[config.mk]
export PLATFORM = sky130hd
export DESIGN_NAME = if_fetch_unit
export DESIGN_NICKNAME = d
export VERILOG_FILES = /design/src/rtl/if_fetch_unit.sv
export SDC_FILE = /design/constraint.sdc
export NUM_CORES = 1
export LEC_CHECK = 0
export ABC_AREA = 1
export CAP_MARGIN = 20
export CORE_UTILIZATION = 52
export DETAILED_ROUTE_END_ITERATION = 10
export PLACE_DENSITY_LB_ADDON = 0.25
export SYNTH_ARGS = -nofsm -noshare
export SYNTH_HDL_FRONTEND = slang
export SYNTH_SLANG_ARGS = --single-unit
[constraint.sdc]
create_clock -name clk -period 2 [get_ports clk]
set_clock_uncertainty 0.05 [all_clocks]
set_input_delay 0.2 -clock clk [delete_from_list [all_inputs] [get_ports clk]]
set_output_delay 0.2 -clock clk [all_outputs]
set_load 0.1 [all_outputs]
[src/rtl/if_fetch_unit.sv]
// Instruction-fetch stage: owns the PC, runs the req/ack handshake to instruction memory,
// and applies hazard freezes and taken-branch redirects before feeding the IF/ID register.
module if_fetch_unit #(
    parameter logic [31:0] RESET_PC = 32'h0000_0000,
    parameter logic [31:0] PC_INC   = 32'd4
) (
    input  logic        clk,
    input  logic        rst,
    input  logic        freeze,
    input  logic        branch_taken,
    input  logic [31:0] branch_addr,
    output logic        imem_req,
    output logic [31:0] imem_addr,
    input  logic        imem_ack,
    input  logic [31:0] imem_rdata,
    output logic [31:0] pc_out,
    output logic [31:0] instr_out,
    output logic        instr_valid,
    output logic [1:0]  dbg_state
);

    typedef enum logic [1:0] {
        S_FETCH   = 2'd0,
        S_HOLD    = 2'd1,
        S_DISCARD = 2'd2
    } state_t;

    state_t      r_state;
    logic [31:0] r_pc;
    logic [31:0] r_hold_buf;
    logic [31:0] r_disc_addr;
    logic [31:0] r_pc_out;
    logic [31:0] r_instr_out;
    logic        r_instr_valid;
    logic [31:0] w_pc_next;

    assign w_pc_next = r_pc + PC_INC;

    // Request/address are valid/ready style: once imem_req=1 with imem_addr=A, A is held
    // until the cycle imem_ack=1. A squashed request keeps its address via r_disc_addr.
    assign imem_req    = rst && (r_state != S_HOLD);
    assign imem_addr   = (r_state == S_DISCARD) ? r_disc_addr : r_pc;
    assign pc_out      = r_pc_out;
    assign instr_out   = r_instr_out;
    assign instr_valid = r_instr_valid;
    assign dbg_state   = r_state;

    always_ff @(posedge clk or negedge rst) begin
        if (!rst) begin
            r_state       <= S_FETCH;
            r_pc          <= RESET_PC;
            r_hold_buf    <= 32'h0;
            r_disc_addr   <= 32'h0;
            r_pc_out      <= 32'h0;
            r_instr_out   <= 32'h0;
            r_instr_valid <= 1'b0;
        end else begin
            case (r_state)
                S_FETCH: begin
                    if (branch_taken) begin
                        r_pc          <= branch_addr;
                        r_pc_out      <= 32'h0;
                        r_instr_out   <= 32'h0;
                        r_instr_valid <= 1'b0;
                        if (!imem_ack) begin
                            r_disc_addr <= r_pc;
                            r_state     <= S_DISCARD;
                        end
                    end else if (freeze) begin
                        if (imem_ack) begin
                            r_hold_buf <= imem_rdata;
                            r_state    <= S_HOLD;
                        end
                    end else if (imem_ack) begin
                        r_instr_out   <= imem_rdata;
                        r_pc_out      <= w_pc_next;
                        r_instr_valid <= 1'b1;
                        r_pc          <= w_pc_next;
                    end else begin
                        r_pc_out      <= 32'h0;
                        r_instr_out   <= 32'h0;
                        r_instr_valid <= 1'b0;
                    end
                end
                S_HOLD: begin
                    if (branch_taken) begin
                        r_pc          <= branch_addr;
                        r_hold_buf    <= 32'h0;
                        r_pc_out      <= 32'h0;
                        r_instr_out   <= 32'h0;
                        r_instr_valid <= 1'b0;
                        r_state       <= S_FETCH;
                    end else if (!freeze) begin
                        r_instr_out   <= r_hold_buf;
                        r_pc_out      <= w_pc_next;
                        r_instr_valid <= 1'b1;
                        r_pc          <= w_pc_next;
                        r_state       <= S_FETCH;
                    end
                end
                S_DISCARD: begin
                    // The squashed request still has to complete; its data is thrown away.
                    if (branch_taken) r_pc <= branch_addr;
                    r_pc_out      <= 32'h0;
                    r_instr_out   <= 32'h0;
                    r_instr_valid <= 1'b0;
                    if (imem_ack) r_state <= S_FETCH;
                end
                default: r_state <= S_FETCH;
            endcase
        end
    end

endmodule
==> results of run 1 <==
[critical path: cells and delay by family (launching register included)]
kind / cells / cell delay [ns]
buf+inv: 3 / 0.49
flops: 1 / 0.49
fa+ha+maj: 1 / 0.21
compound gates: 1 / 0.19
[cell usage in the layout, fill, tap and decap left out, drive strengths merged]
| master | count |
|---|---|
| nand3 | 63 |
| inv | 88 |
| clkinv | 6 |
| o21ai | 134 |
| o211ai | 4 |
| o31ai | 2 |
| a22o | 3 |
| nor2 | 122 |
| bufinv | 1 |
| clkbuf | 23 |
| xor2 | 10 |
| clkinvlp | 3 |
| dlygate4sd3 | 1 |
| ha | 5 |
| buf | 153 |
| and2 | 2 |
| nor3 | 2 |
| nand2 | 371 |
| o2111ai | 1 |
| a21oi | 3 |
| a221oi | 1 |
| a31oi | 32 |
| clkdlybuf4s50 | 67 |
| xnor2 | 1 |
| dfrtp | 163 |
[sequential cells by signal, indices dropped and copies added (netlist names)]
signal / cells
r_pc: 32
dbg_state: 2
r_hold_buf: 32
instr_out: 32
instr_valid: 1
r_disc_addr: 32
pc_out: 32
[timing repair]
| item | 4_1_cts | 5_1_grt |
|---|---|---|
| gates resized for setup | 27 | 38 |
| endpoints found under the setup margin | 32 | 155 |
| pin swaps | 6 | 4 |
| endpoints found under the hold margin | 163 | 0 |
| hold buffers | 1 | 0 |
| cloned | 3 | 2 |
| setup buffers | 11 | 5 |
[metal layers]
metal / GRT usage, % / wire, um
met5: 0 / 0
met1: 38.3 / 9750
met2: 50.9 / 11400
met4: 9.07 / 421
met3: 7.52 / 1530
[through the flow]
stage / utilization [%] / instances
global route: 77.2 / 1449
global placement: 70.6 / 1396
floorplan: - / 1059
CTS: 75.9 / 1442
detailed placement: 70.6 / 1396
finish: 77.2 / 1449
[worst min-delay path by stage]
stage / from / end / slack, ns / cells after the start
2_1_floorplan: rst / instr_out[0]$_DFFE_PN0P_ / -0.15 / 0
3_3_place_gp: rst / pc_out[2]$_DFFE_PN0P_ / 0.22 / 2
3_5_place_dp: rst / r_disc_addr[3]$_DFFE_PN0P_ / 0.22 / 2
4_1_cts: imem_rdata[10] / instr_out[10]$_DFFE_PN0P_ / 0.30 / 3
5_1_grt: imem_rdata[0] / instr_out[0]$_DFFE_PN0P_ / 0.31 / 3
6_report: imem_rdata[9] / instr_out[9]$_DFFE_PN0P_ / 0.30 / 3
[layout make-up]
class	instances	share of cell area, %
clock buffers	21	3.85
clock inverters	10	0.738
inverters	88	2.89
multi-input cells	756	33.6
flip-flops and latches	163	34.9
well taps	188	2.01
repair buffers	223	22.0
[cells by family after synthesis]
kind of cell | after synthesis
AOI/OAI and AO/OA | 180
xor gates and xnor gates | 11
adders and majority gates | 5
buffers and inverters | 140
DFF | 163
and+or+nand+nor | 560
==> results.txt, run 1 <==
The run finished, with violations left. The checks that failed: negative setup slack. The critical path in this run is classified as reg -> out. The synthesized-area fraction occupied by adder cells is less than 1%. The number of clock sinks came out at 163.

The final cell area excluding filler cells is between 10,000 and 15,000 um2. The final number of setup-violating endpoints came out at 27. The number of enable flip-flop cells after synthesis came out at 0. The via count of the first global-routing pass came out at between 7,000 and 8,000.

Yosys printed 0 warnings. The delay of the slowest cell on the worst path came out at just under 0.5 ns. The overall track demand over capacity in global routing is slightly above 30%.

The timing-limited maximum frequency is 0.482 GHz. The number of CTS-inserted buffers came out at 17. The filler cells instantiated in the layout total 1,087. After the first detailed-routing iteration, the DRC count stood at 719. The routability congestion estimate from global placement is roughly 0.9. The die outline height came out at around 130 um. Dividing the final minimum period by the clock period gives 104%. The I/O pin count came out at approximately 170. The final layout net count is 1,323. Detailed placement ended at an HPWL of approximately 16,000 um. The fraction of the mapped netlist area in compound gates came out at between 10 and 15%.

The area of placed instances is roughly 11,000 um2. The critical path required time is approximately 1.8 ns. The smallest hold slack came out at 0.305 ns. The path depth of the worst reg2reg path came out at 9. The number of standard-cell rows in the floorplan came out at 45. The critical path endpoint is imem_addr[16].

After Yosys synthesis, XOR and XNOR cells account for 1.20% of the synthesized area. After synthesis, the largest family of logic cells by area is simple AND/OR/NAND/NOR gates. The share of async-settable or async-resettable flops after synthesis is between 90% and 100%. The multi-input logic area is between 3000 and 4000 um2. The signal on the critical path passes through ha_4, buf_12, buf_16, o21ai_4, buf_12. In this run the critical register-to-register path is launched from dbg_state[1]$_DFFE_PN0P_.

Wires add up to ~23,000 um. The flop-to-flop setup slack is about 0.070 ns. The area taken by flip-flops and latches came out at just over 4000 um2. The number of search-and-repair iterations in the first detailed-routing pass is 6. The residual overflow from global routing is 0. Summed over its instances, the top area cell type makes up between 50% and 60% of the synthesized netlist area. The tightest slew margin relative to the limit is 62.0%.

The flip-flop and latch count after synthesis came out at ~160. STA classifies the critical path endpoint as an output pin. The detail-routed via count per cell is between 5 and 6. The fraction of final layout cells with drive strength greater than 1 is 22.0%. The root buffer cell chosen for the clock tree is clkbuf_16. The synthesized instance count came out at roughly 1,100. The cell type with the largest total area after synthesis is dfrtp_1. The worst setup path is launched from a flip-flop.

The worst setup slack after layout came out at -0.0747 ns. The total negative slack came out at -1.10 ns. CTS built an H-tree with a depth of 4. The initial core utilization is between 50% and 60%.

The initial antenna violation count came out at 0. Measured against the total synthesized area, the mux share comes to 0%. The endpoint of the worst register-to-register path is instr_out[3]$_DFFE_PN0P_. After synthesis, the mean cell area works out to between 7 and 8 um2.

The floorplan step defined a die boundary enclosing around 16,000 um2. The critical path starts at dbg_state[1]$_DFFE_PN0P_. After clock tree synthesis, the clock-pin slew on the worst setup and hold paths is about 0.06 ns. The measured slew at the worst slew-check pin came out at ~0.57 ns.

By instance count, the cell type seen most on the critical path is buf_12. The post-synthesis net count is approximately 1,100. The wire length per cell after detailed routing is 16.0 um. Max-cap violations in this run came to 0.

Summing the sequential cell areas from Yosys gives about half of the chip area. The combined area of all synthesized cells came out at 8030 um2. The DRC violation count after routing is 0. The total vias in the final route came out at 7,791. The number of port buffers is about 170. The netlist uses 30 different library cells. Sorting the synthesized cells by area gives the leading types as dfrtp_1 51%, nand2_1 17%, nor2_1 5.4%, o21ai_0 5.3%, nand3_1 3.9%. The die is 126 um wide. In the post-synthesis netlist, the cell with the most instances is nand2_1.

The synthesis-to-layout area growth is 45.7%. In this run the worst path has a maximum fanout of 7. The largest net degree at the start of global routing is 98. Setup repair after global routing could not meet its margin everywhere. The tightest min-delay check is of the in -> reg type. Among all stages on the critical path, the largest delay is contributed by dfrtp_4. The worst-skew pair later-pin latency came out at 0.43 ns. The hold violation total from the final report is 0. The number of antenna repair diodes is 0. The routed design could run at a clock period as short as approximately 2.1 ns. Of the total synthesized cell area, the portion taken by AND, OR, NAND and NOR gates is 27.7%. TritonCTS built the clock tree. The worst slack at placement is ~0.018 ns. The count of final max-slew check failures came to 0. The count of nets left with antenna violations after detail routing came out at 0. Among all flip-flop cells after synthesis, the most frequent one is dfrtp_1.

The total core area is between 15,000 and 20,000 um2. The wire length of the first global-routing pass is 37,600 um. The commonest cells after synthesis are 371 x nand2_1, 163 x dfrtp_1, 116 x nor2_1. The maximum count of clock buffers along a single path came out at 2. At the worst endpoint, the arrival time is 1.82 ns.
Power of run 1 is left out: the tool's default activity adds up to more than one toggle a clock period on the data nets, which glitch-free logic cannot reach.
==> inputs of run 2 (changes only) <==
--- a/config.mk
+++ b/config.mk
@@ -7,7 +7,7 @@
 export LEC_CHECK = 0
 export ABC_AREA = 1
 export CAP_MARGIN = 20
-export CORE_UTILIZATION = 52
+export CORE_UTILIZATION = 47
 export DETAILED_ROUTE_END_ITERATION = 10
 export PLACE_DENSITY_LB_ADDON = 0.25
 export SYNTH_ARGS = -nofsm -noshare
==> constraint.sdc (replaced) <==
create_clock -name clk -period 1.78 [get_ports clk]
set_clock_uncertainty 0.05 [all_clocks]
set_input_delay 0.178 -clock clk [delete_from_list [all_inputs] [get_ports clk]]
set_output_delay 0.178 -clock clk [all_outputs]
set_load 0.1 [all_outputs]
==> run 2 against run 1 <==
  * Final cell count is 8.0% higher
  * Non-clock buffer count up 81
  * Setup slack worse by 0.34 ns
  * Highest routed layer unchanged
  * Worst hold slack lost 0.025 ns
  * Largest cell class is now multi-input gates
  * Clock-buffer cell count up 1
  * Sequential cell count did not move
  * Die area grew 10%
  * Global-route usage increased by 4.1 points
  * Critical path depth grew 8
  * The flow still finishes with violations (negative setup slack)
==> results.txt, run 2 (synthesis gave the netlist of run 1 again) <==
The initial detailed-routing violation count came out at about 1,200. The hold violation total from the final report is 0. The area taken by flip-flops and latches is around 4000 um2.

The total vias in the final route came out at around 9,400. Counting I/O delays and the setup requirement, the final critical path takes between 2 and 2.5 ns. TritonCTS built the clock tree. The multi-input logic area is around 4600 um2. The cell that appears most often on the critical path is buf_6.

Setup violations remaining at the end of the flow were counted as between 150 and 200. The maximum net fanout on the critical path is 5. The wire length per cell after detailed routing came out at 22.2 um.

The die outline area came out at approximately 18,000 um2. The filler cell count in the final layout came out at between 800 and 900. The number of port buffers came out at between 150 and 200. The detail-routed via count per cell came out at around 6.0. At the end of the flow, the number of nets in the layout was around 1,400.

The tightest slew margin relative to the limit came out at between 60 and 70%. The startpoint-to-endpoint class of the critical path is reg -> reg. The number of clock sinks is around 160.

Dividing the final minimum period by the clock period gives 124%. The number of standard cells in the final layout excluding fillers is 1,565. The count of nets left with antenna violations after detail routing is 0. The startpoint type of the worst setup path is a flip-flop.

The via count of the first global-routing pass came out at slightly below 9,000. Once detailed placement completed, the half-perimeter wirelength came to about 16,000 um. The largest individual stage delay along the critical path comes from the cell dfrtp_4. Entering global routing, the biggest net connects 95 pins. Counting the buffers created by CTS gives 17. The initial antenna violation count came out at 0. The root buffer selected by CTS is clkbuf_16. The worst setup slack after layout came out at -0.419 ns. The timing-limited maximum frequency came out at between 0.4 and 0.5 GHz. Counting along the longest clock path gives a buffer depth of 2. The signal on the critical path passes through ha_4, buf_12, buf_6, buf_6, nand2_4, o21ai_4, nor3_4, buf_6, buf_8, buf_12, buf_16, nand3_4, o21ai_1. For this run the aggregate overflow at the end of global routing stands at 0.

The data arrival time of the worst path is 2.52 ns. The measured slew at the worst slew-check pin is around 0.56 ns. The number of antenna repair diodes is 0.

The number of search-and-repair iterations in the first detailed-routing pass came out at 7. The total negative slack came out at -46.87 ns. The total core area came out at ~17,000 um2. The path class of the tightest hold or removal check is in -> reg. The routability congestion estimate from global placement is just over 0.9. Compared with the post-synthesis result, the final layout area differs by 73.2%. The library cell used most frequently in the layout, excluding fill and tap cells, is nand2_1. The die is between 100 and 150 um wide.

The initial core utilization is about 48%. The CTS H-tree depth is 4. During I/O placement, the number of pins put on the boundary was about 170. The flow ran to the end, but the final reports show violations. After clock tree synthesis, the clock-pin slew on the worst setup and hold paths is 0.07 ns. The initialized floorplan defines 47 standard-cell rows. STA classifies the critical path endpoint as a flip-flop. The library cells used most frequently in the layout, excluding fill and tap cells, are 287 x nand2_1, 161 x dfrtp_1, 104 x nor2_1. Across every metal layer, demand over resource in global routing totals about 34%. The count of final max-slew check failures came out at 0.

The routed design has between 30,000 and 40,000 um of wire. Cells with a size suffix above 1 make up ~37% of the layout. Max-cap violations in this run came to 0. For the worst-skew pair, the clock arrives at the later sink with an insertion delay of between 0.4 and 0.5 ns. In this design, the stage delay of the slowest critical-path cell is around 0.51 ns. The die is roughly 130 um tall. The final reports fail on negative setup slack. The wire length of the first global-routing pass is between 40,000 and 50,000 um. The cell total after placement is about 1,500. The critical path required time came out at around 2.1 ns. The DRC violation count after routing is 0. Setup repair after global routing could not meet its margin everywhere.
## run 2: changes by cell type in the layout (fill, tap and decap cells not counted), sizes merged
cell      change
clkbuf        +7
clkinvlp      +1
bufinv        +1
buf          +75
## run 2: per-layer routing
metal | global-route usage [%] | wire length (um) | part of all wire (%) | vias to the layer above
met4 | 17.6 | 2470 | 7.1 | 0
met1 | 40.2 | 11900 | 34 | 4434
met2 | 57.7 | 16700 | 48 | 781
li1 | - | - | - | 3941
met3 | 9.35 | 3610 | 10 | 257
met5 | 0 | 0 | 0 | -
## run 2: worst paths after layout
kind | endpoint | slack, ns | cells past startpoint | startpoint
worst min-delay path | r_pc[1]$_DFFE_PN0P_ | 0.28 | 3 | branch_addr[1]
worst max-delay path | r_hold_buf[15]$_DFFE_PN0P_ | -0.42 | 13 | dbg_state[1]$_DFFE_PN0P_
max in group asynchronous | instr_out[30]$_DFFE_PN0P_ | 0.91 | 3 | rst
worst max register to register | r_hold_buf[15]$_DFFE_PN0P_ | -0.42 | 13 | dbg_state[1]$_DFFE_PN0P_
min in group asynchronous | pc_out[2]$_DFFE_PN0P_ | 0.29 | 3 | rst
worst min register to register | r_disc_addr[18]$_DFFE_PN0P_ | 0.44 | 2 | r_disc_addr[18]$_DFFE_PN0P_
## run 2: cell type report
type | instances | share of cell area [%]
Inverter | 88 | 2.62
Tap cell | 220 | 1.98
Multi-Input combinational cell | 756 | 32.8
Timing Repair inverter | 2 | 0.117
Timing Repair Buffer | 304 | 29.0
Clock inverter | 10 | 0.783
Clock buffer | 22 | 3.27
Sequential cell | 163 | 29.4
## run 2: worst max-delay path: cells and delay by family (launching register included)
kind | cells | cell delay (ns)
AOI/OAI and AO/OA | 2 | 0.15
adders and majority gates | 1 | 0.21
buffers and inverters | 7 | 0.90
DFF | 1 | 0.51
and+or+nand+nor | 3 | 0.29
## run 2: timing repair
action                                  4_1_cts  5_1_grt
gates cloned                                 24        8
hold buffers                                  1        0
setup buffers                                32       13
endpoints found under the hold margin       163        0
endpoints found under the setup margin      101      196
gates resized for setup                     172      140
pin swaps                                    32       48
## run 2: stage by stage
stage / setup slack (ns) / hold WS, ns / instance area (um2) / util [%]
floorplan: -0.197 / -0.168 / 8540 / -
global placement: -0.0110 / 0.212 / 11200 / 67.3
detailed placement: -0.0593 / 0.202 / 11200 / 67.3
CTS: -0.357 / 0.277 / 13200 / 79.6
global route: -0.463 / 0.294 / 13900 / 83.5
finish: -0.419 / 0.280 / 13900 / 83.5
Power of run 2 is left out for the same reason.
